### src/rtl/session_pkg.sv
// session_pkg: shared encodings for the telephony session transmit path.
//   CMD_*      : transport command codes driven on session_tx_arbiter.cmd
//   OP_*       : control-message opcodes carried in ctrl_data[7:0]
//   out_state_e: output-register state; values match the cmd encoding so
//                the state register drives cmd directly.
package session_pkg;

  localparam logic [1:0] CMD_IDLE  = 2'b00;
  localparam logic [1:0] CMD_CTRL  = 2'b01;
  localparam logic [1:0] CMD_AUDIO = 2'b10;

  localparam logic [7:0] OP_CALL   = 8'h01;
  localparam logic [7:0] OP_ANSWER = 8'h02;
  localparam logic [7:0] OP_HANGUP = 8'h05;

  typedef enum logic [1:0] {
    OST_IDLE  = CMD_IDLE,
    OST_CTRL  = CMD_CTRL,
    OST_AUDIO = CMD_AUDIO
  } out_state_e;

endpackage

### src/rtl/ctrl_fifo.sv
// ctrl_fifo: synchronous FIFO with registered pointers that wrap at DEPTH.
//   clk, reset   : clock, synchronous active-low reset
//   wr_en_i/wr_data_i : push (ignored when full)
//   rd_en_i      : pop (ignored when empty); rd_data_o shows the head word
//   full_o, empty_o, count_o : status derived from the registered count
module ctrl_fifo #(
  parameter int DEPTH = 4,
  parameter int W     = 16,
  localparam int AW   = $clog2(DEPTH),
  localparam int CW   = AW + 1
) (
  input  logic          clk,
  input  logic          reset,
  input  logic          wr_en_i,
  input  logic [W-1:0]  wr_data_i,
  input  logic          rd_en_i,
  output logic [W-1:0]  rd_data_o,
  output logic          full_o,
  output logic          empty_o,
  output logic [CW-1:0] count_o
);

  logic [DEPTH-1:0][W-1:0] mem_q;
  logic [AW-1:0]           wr_ptr_q, rd_ptr_q;
  logic [CW-1:0]           count_q;
  logic                    wr, rd;

  assign full_o    = (count_q == CW'(DEPTH));
  assign empty_o   = (count_q == '0);
  assign count_o   = count_q;
  assign rd_data_o = mem_q[rd_ptr_q];

  // Full is judged on the registered count, so a write is refused when full
  // even if a read frees a slot on the same edge.
  assign wr = wr_en_i && !full_o;
  assign rd = rd_en_i && !empty_o;

  always_ff @(posedge clk) begin
    if (!reset) begin
      wr_ptr_q <= '0;
      rd_ptr_q <= '0;
      count_q  <= '0;
    end else begin
      if (wr) begin
        mem_q[wr_ptr_q] <= wr_data_i;
        wr_ptr_q        <= wr_ptr_q + AW'(1);
      end
      if (rd) rd_ptr_q <= rd_ptr_q + AW'(1);
      case ({wr, rd})
        2'b10:   count_q <= count_q + CW'(1);
        2'b01:   count_q <= count_q - CW'(1);
        default: count_q <= count_q;
      endcase
    end
  end

endmodule

### src/rtl/session_tx_arbiter.sv
// session_tx_arbiter: shares the transport transmit path between queued
// control words and the newest audio sample.
//   clk, reset            : clock, synchronous active-low reset
//   ctrl_valid/data/ready : control word input into the FIFO
//   audio_valid/data      : one-cycle strobe of a new sample
//   audio_enable          : session connected; low discards pending audio
//   transportBusy         : transport cannot take the offered word
//   cmd, dataOut          : registered word offered to the transport
//   ctrl_count            : FIFO occupancy
//   audio_drops           : saturating count of overwritten samples
//   arbBusy               : anything held or pending
module session_tx_arbiter
  import session_pkg::*;
#(
  parameter int CTRL_DEPTH     = 4,
  parameter int MAX_CTRL_BURST = 3,
  parameter int DROP_W         = 8,
  localparam int CNT_W         = $clog2(CTRL_DEPTH) + 1,
  localparam int BW            = $clog2(MAX_CTRL_BURST + 1)
) (
  input  logic              clk,
  input  logic              reset,
  input  logic              ctrl_valid,
  input  logic [15:0]       ctrl_data,
  output logic              ctrl_ready,
  input  logic              audio_valid,
  input  logic [15:0]       audio_data,
  input  logic              audio_enable,
  input  logic              transportBusy,
  output logic [1:0]        cmd,
  output logic [15:0]       dataOut,
  output logic [CNT_W-1:0]  ctrl_count,
  output logic [DROP_W-1:0] audio_drops,
  output logic              arbBusy
);

  out_state_e        st_q, st_d;
  logic [15:0]       data_q, data_d;
  logic              pend_q, pend_d;
  logic [15:0]       aud_q, aud_d;
  logic [BW-1:0]     burst_q, burst_d;
  logic [DROP_W-1:0] drops_q, drops_d;

  logic        fifo_full, fifo_empty;
  logic [15:0] fifo_head;
  logic        accept, load, burst_cap, take_ctrl, take_audio;

  ctrl_fifo #(.DEPTH(CTRL_DEPTH), .W(16)) u_fifo (
    .clk       (clk),
    .reset     (reset),
    .wr_en_i   (ctrl_valid),
    .wr_data_i (ctrl_data),
    .rd_en_i   (take_ctrl),
    .rd_data_o (fifo_head),
    .full_o    (fifo_full),
    .empty_o   (fifo_empty),
    .count_o   (ctrl_count)
  );

  assign accept     = (st_q != OST_IDLE) && !transportBusy;
  assign load       = (st_q == OST_IDLE) || accept;
  // Audio has waited through MAX_CTRL_BURST control grants: it goes next.
  assign burst_cap  = pend_q && (burst_q == BW'(MAX_CTRL_BURST));
  assign take_ctrl  = load && !fifo_empty && !burst_cap;
  assign take_audio = load && !take_ctrl && pend_q;

  always_comb begin
    st_d    = st_q;
    data_d  = data_q;
    burst_d = burst_q;
    pend_d  = pend_q;
    aud_d   = aud_q;
    drops_d = drops_q;

    // dataOut keeps its last value when going idle; only cmd marks validity.
    if (load) begin
      if (take_ctrl) begin
        st_d   = OST_CTRL;
        data_d = fifo_head;
      end else if (take_audio) begin
        st_d   = OST_AUDIO;
        data_d = aud_q;
      end else begin
        st_d   = OST_IDLE;
      end
    end

    if (!pend_q || take_audio)
      burst_d = '0;
    else if (take_ctrl && burst_q != BW'(MAX_CTRL_BURST))
      burst_d = burst_q + BW'(1);

    // Disable wins over a strobe; the output register is not touched, so a
    // held audio word still completes.
    if (!audio_enable) begin
      pend_d = 1'b0;
    end else if (audio_valid) begin
      pend_d = 1'b1;
      aud_d  = audio_data;
      if (pend_q && !take_audio && drops_q != '1)
        drops_d = drops_q + DROP_W'(1);
    end else if (take_audio) begin
      pend_d = 1'b0;
    end
  end

  always_ff @(posedge clk) begin
    if (!reset) begin
      st_q    <= OST_IDLE;
      data_q  <= '0;
      pend_q  <= 1'b0;
      aud_q   <= '0;
      burst_q <= '0;
      drops_q <= '0;
    end else begin
      st_q    <= st_d;
      data_q  <= data_d;
      pend_q  <= pend_d;
      aud_q   <= aud_d;
      burst_q <= burst_d;
      drops_q <= drops_d;
    end
  end

  assign cmd         = st_q;
  assign dataOut     = data_q;
  assign ctrl_ready  = !fifo_full;
  assign audio_drops = drops_q;
  assign arbBusy     = (st_q != OST_IDLE) || !fifo_empty || pend_q;

endmodule

### config.mk
export PLATFORM = sky130hd
export DESIGN_NAME = session_tx_arbiter
export DESIGN_NICKNAME = d
export VERILOG_FILES = /design/src/rtl/session_pkg.sv /design/src/rtl/ctrl_fifo.sv /design/src/rtl/session_tx_arbiter.sv
export SDC_FILE = /design/constraint.sdc
export NUM_CORES = 1
export LEC_CHECK = 0
export BUFFER_PORTS_ARGS = -buffer_cell sky130_fd_sc_hd__buf_2
export CORE_ASPECT_RATIO = 1.2
export CORE_UTILIZATION = 51
export DETAILED_ROUTE_END_ITERATION = 12
export PLACE_DENSITY = 0.87
export SLEW_MARGIN = 20
export SYNTH_ARGS = -nofsm -noshare
export SYNTH_HDL_FRONTEND = slang
export SYNTH_SLANG_ARGS = --single-unit
### constraint.sdc
create_clock -name clk -period 2.2 [get_ports clk]
set_input_delay 0.22 -clock clk [delete_from_list [all_inputs] [get_ports clk]]
set_output_delay 0.22 -clock clk [all_outputs]
set_load 0.05 [all_outputs]
# After elaboration in Yosys (flattened, before gate mapping)
# Cells that the tools add are included.
dict set report word_totals {
  reg_bits 116
  inputBits 38
  word_cells 76
}
dict set report classes {
  addsub 6
  order_cmp 3
  eq_ne 6
  muxes 12
  n_bitwise 1
  n_reduce_logical 35
}
# cell n
set op_table {}
lappend op_table {{$bwmux 64} 1}
lappend op_table {{$mux 16} 4}
lappend op_table {{$bmux 16 s2} 1}
lappend op_table {{$demux 16 s2} 1}
lappend op_table {{$logic_and 1x1->1} 12}
lappend op_table {{$add 8x1->8 const B} 1}
lappend op_table {{$ne 8x8->1 const B} 1}
lappend op_table {{$reduce_and 2->1} 4}
lappend op_table {{$reduce_bool 2->1} 4}
lappend op_table {{$logic_not 1->1} 7}
lappend op_table {{$add 2x1->2 const B} 3}
lappend op_table {{$lt 2x3->1 const B} 2}
lappend op_table {{$pmux 3 s2} 1}
lappend op_table {{$eq 2x2->1 const B} 2}
lappend op_table {{$logic_or 1x1->1} 4}
lappend op_table {{$mux 2} 2}
lappend op_table {{$add 3x1->3 const B} 1}
lappend op_table {{$eq 3x3->1 const B} 1}
lappend op_table {{$logic_not 3->1} 1}
lappend op_table {{$reduce_and 3->1} 1}
lappend op_table {{$sub 3x1->3 const B} 1}
lappend op_table {{$eq 2x1->1 const B} 1}
lappend op_table {{$ge 2x1->1 const B} 1}
lappend op_table {{$logic_not 2->1} 1}
lappend op_table {{other kinds (4)} 5}

# Logic depth before layout (Yosys ltp)
dict set report depth {
  depth_word 12
  mapped_depth 10
}

# By module
# A second synthesis with hierarchy kept.
dict set report unflattened {
  hier_cells 353
  hier_area_um2 4654.5
}
# mod n_inst cells_per_inst area_per_inst_um2 seq_area_each_um2
set by_module_without_submodules {}
lappend by_module_without_submodules {ctrl_fifo 1 135 2798.9 2062.0}
lappend by_module_without_submodules {session_tx_arbiter 1 218 1855.5 900.9}

# Least setup slack after synthesis
# Ideal clock, no wire load.
dict set report synth_timing {
  path_type {register to register}
  start {reg u_fifo.count_q[2], in the netlist u_fifo.count_o[2]}
  end {reg u_fifo.count_q[2], in the netlist u_fifo.count_o[2]}
  arrival_ns 2.910
  required_ns 2.130
  setup_slack_ns -0.780
  path_stages_with_launch 11
  period_less_slack_ns 2.980
  cell_sequence {dfxtp_1 or3b_1 and2_1 clkbuf_1 inv_1 ha_1 inv_1 fa_1 xor2_1 or3_1 a21oi_1}
}
dict set report synth_via {
  word_cells_on_any_way 14
  classes_between {add/sub: 2; eq/ne: 3; mux: 1; reduce/logical: 8}
}
# item line_no
set synth_lines {}
lappend synth_lines {{start: declaration} ctrl_fifo.sv:25} ;# logic [CW-1:0] count_q;
lappend synth_lines {{start signal: assignment} ctrl_fifo.sv:50} ;# 2'b10: count_q <= count_q + CW'(1);
lappend synth_lines {{start signal: assignment} ctrl_fifo.sv:51} ;# 2'b01: count_q <= count_q - CW'(1);
lappend synth_lines {{start signal: assignment} ctrl_fifo.sv:52} ;# default: count_q <= count_q;
lappend synth_lines {{$eq 3x3->1 (*)} ctrl_fifo.sv:28} ;# assign full_o = (count_q == CW'(DEPTH));
lappend synth_lines {{$logic_not 1->1 (*)} -}
lappend synth_lines {{net ctrl_ready} session_tx_arbiter.sv:25} ;# output logic ctrl_ready,
lappend synth_lines {{$logic_and 1x1->1 (*)} ctrl_fifo.sv:35} ;# assign wr = wr_en_i && !full_o;
lappend synth_lines {{$eq 2x1->1 or $eq 2x2->1 (tied branches)} ctrl_fifo.sv:49} ;# case ({wr, rd})
lappend synth_lines {{$pmux 3 s2 or $reduce_bool 2->1 (tied branches)} -}
# The timed path passes the listed nets; every way through them passes the cells marked *.
# A chain may end at the register's enable or synchronous reset.

# Worst setup path in the final report
dict set report layout_timing {
  start {reg u_fifo.count_q[2], in the netlist u_fifo.count_o[2]}
  end {out arbBusy}
}
dict set report layout_via {
  elab_chain_len 4
}
# item line_no
set layout_rtl {}
lappend layout_rtl {{$logic_not 3->1} ctrl_fifo.sv:29} ;# assign empty_o = (count_q == '0);
lappend layout_rtl {{$logic_not 1->1} session_tx_arbiter.sv:129} ;# assign arbBusy = (st_q != OST_IDLE) || !fifo_empty || pend_q;
lappend layout_rtl {{$logic_or 1x1->1 (2 in series)} session_tx_arbiter.sv:129}
lappend layout_rtl {{end: declaration} session_tx_arbiter.sv:34} ;# output logic arbBusy
# Every way passes these cells.

==> impl_metrics.ini <==
[critical_path]
startpoint_type = flop
slowest_stage = or4_4
critPathRequiredTime_ps = 1980
critPathCaptureType = output port
crit_path_max_incr_delay_ps = 420
cp_cell_sequence = or3_4 > buf_6 > or4_4 > buf_8
cp_max_fo = 4
critPathKind = flop to output port
crit_arrival_ps = 1960

[timing]
period_share_pct = 98.93
skew_ps = 9.123
hold_viol_final = 0
max_freq_mhz = 459.5
holdWs_ps = 123.7
finalSetupViolations = 0
finalMaxSlewViolations = 0
setup_ws_ps = 23.49
rsz0062_at_grt = true
max_slew.worst_pin.slew_ps = 835.4
fin_crit_ps = 2177
max-slew-margin-rel_pct = 44.31

[yosys]
yosysTopAreaCellShare_pct = 41.78
yosys_warnings = 0
synth_edf_count = 64
yosys_register_bits = 116
synthTopCellsByArea = edfxtp_1 (42%), dfxtp_1 (23%), mux4_2 (7.8%)
synth_ff_type = edfxtp_1
synthTopCellsByCount = edfxtp_1 (64), dfxtp_1 (52), nand2_1 (45), a21oi_1 (25), nor2b_1 (17)
synth_cells = 338
synth.avg_cell_area_sq_um = 13.61
syn_area_sq_um = 4599
synth_nets = 384
yosys.area.top_type = edfxtp_1
async_flop_share_pct = 0
ys_seq_area_share_pct = 64.42
ys_types = 47
synth.most_common_cell = edfxtp_1

[layout]
design_area_sq_um = 6088
stdcell_count = 587
drive_gt1_share_pct = 31.56
nets = 502
syn_to_final_growth_pct = 32.37

[route]
drt_wl_total_mm = 10.49
dr.pass1.iters = 4
drc = 0
vias = 3276
ant_nets = 0
viasPerCell = 5.581
avgRoutedWirePerCell_um = 17.86
dr.first_iter.drc_count = 216

[clocking]
clock_latency_ps = 520
h-tree-depth = 4
cts_root_buffer = clkbuf_8
cts_tree = yes
clock_sinks = 116
numCtsBuffers = 17
clock_path_buffers = 2
clk_pin_slew_ps = 60

[floorplan]
start_util_pct = 53.13
rows = 37
ioPinCount = 69
die_h_um = 106.0
die_area_sq_um = 9404
die_x_um = 88.69
core_area_sq_um = 8657

[global_routing]
groute.usage.overall_pct = 24.37
grt_start_max_net_pins = 28
antenna_found_initial = 1
grt_pass1_vias = 3351
grt_remaining_overflow = 0
grt_pass1_wl_mm = 16.65

[placed_design]
dpl_cell_area_sq_um = 5096
pre_cts_ws_ps = 46.43
dp_cells = 515
hpwl_mm = 6.200
gp_congestion = 0.8530
io_buffers = 68

[job]
drv_cap = 0

[status]
outcome = complete, no violations

[power_and_ir_drop]
ir_drop_uv = 639.7
pwr_density_cell_nw_per_um2 = 1270
p_leak_nw = 2.321

[min_path]
min_path_type = input port to flop
## sequential cells by signal (all words and copies together) (netlist names)
name and flops:
cmd 2, aud_q 16, u_fifo.rd_ptr_q 2, u_fifo.mem_q 64, u_fifo.wr_ptr_q 2, audio_drops 8, burst_q 2, dataOut 16
pend_q 1, u_fifo.count_o 3
## through the flow
step,util (%),setup TNS (ps),power [mW]
floorplan,-,-268.2,4.410
global route,70.33,-38.35,8.022
global placement,58.87,0,4.825
detailed placement,58.87,0,4.901
CTS,70.07,0,7.720
finish,70.33,0,7.733
## logic make-up after synthesis
logic type,Yosys count,share of synthesized area (%)
compound gates,58,9.222
simple gates,105,11.75
xor+xnor,5,0.9521
mux,18,8.270
flops,116,64.42
fa+ha+maj,8,2.339
buf+inv,28,3.047
## cell usage in the layout, fill, tap and decap left out, types with 3 or more instances in the layout
cell type	netlist	final
clkbuf_16	0	17
nand3_1	4	4
o21a_1	3	3
a21oi_1	25	24
a221o_1	16	16
nor2_1	11	11
ha_1	7	6
xor2_1	4	4
buf_2	4	67
buf_4	2	11
o31ai_1	4	4
nand2_1	45	44
mux4_2	16	16
nand4_1	3	3
inv_4	0	5
nor2b_1	17	17
inv_1	10	7
inv_2	1	3
edfxtp_1	64	64
dfxtp_1	52	49
dlygate4sd3_1	0	35
and3_1	5	5
## final cells by class
| type | count | area [sq um] |
|---|---|---|
| Sequential cell | 116 | 2969 |
| Fill cell | 543 | 2569 |
| Multi-Input combinational cell | 194 | 1538 |
| Timing Repair Buffer | 116 | 814.5 |
| Clock buffer | 20 | 446.7 |
| Tap cell | 117 | 146.4 |
| Clock inverter | 12 | 127.6 |
| Inverter | 11 | 43.79 |
| Antenna cell | 1 | 2.502 |
## critical path, delay by kind of cell, from the launching register on
family / cells / cell delay (ps)
DFF: 1 / 350
buffers and inverters: 2 / 300
and+or+nand+nor: 2 / 810
## per-layer routing
| layer | part of all wire, % | track usage (%) |
|---|---|---|
| met5 | 0 | 0 |
| met4 | 2.9 | 12.44 |
| met3 | 6.5 | 6.910 |
| met2 | 52 | 41.10 |
| met1 | 38 | 27.80 |
## repair_timing
action,in CTS,in global routing
hold buffers,35,0
gates resized for setup,6,4
buffers inserted,3,1
pin swaps,0,1
hold endpoints to repair,82,0
setup endpoints to repair,1,8
## worst paths after layout
path                                           to  cells past startpoint  slack [ps]         startpoint
worst max-delay path                      arbBusy                      4          20  u_fifo.count_o[2]
worst min-delay path                   burst_q[1]                      3         120              reset
worst max register to register  u_fifo.count_o[2]                      9          30  u_fifo.count_o[1]
worst min register to register           aud_q[8]                      2         460           aud_q[8]
## power by group
part | switching, mW | leakage [nW] | internal [mW]
Combinational | 1.42 | 1.03 | 0.948
Clock | 0.965 | 0.282 | 1.68
Sequential | 0.172 | 1.01 | 2.56
Total | 2.55 | 2.32 | 5.18
No activity file was read; power rests on OpenSTA's default activity.
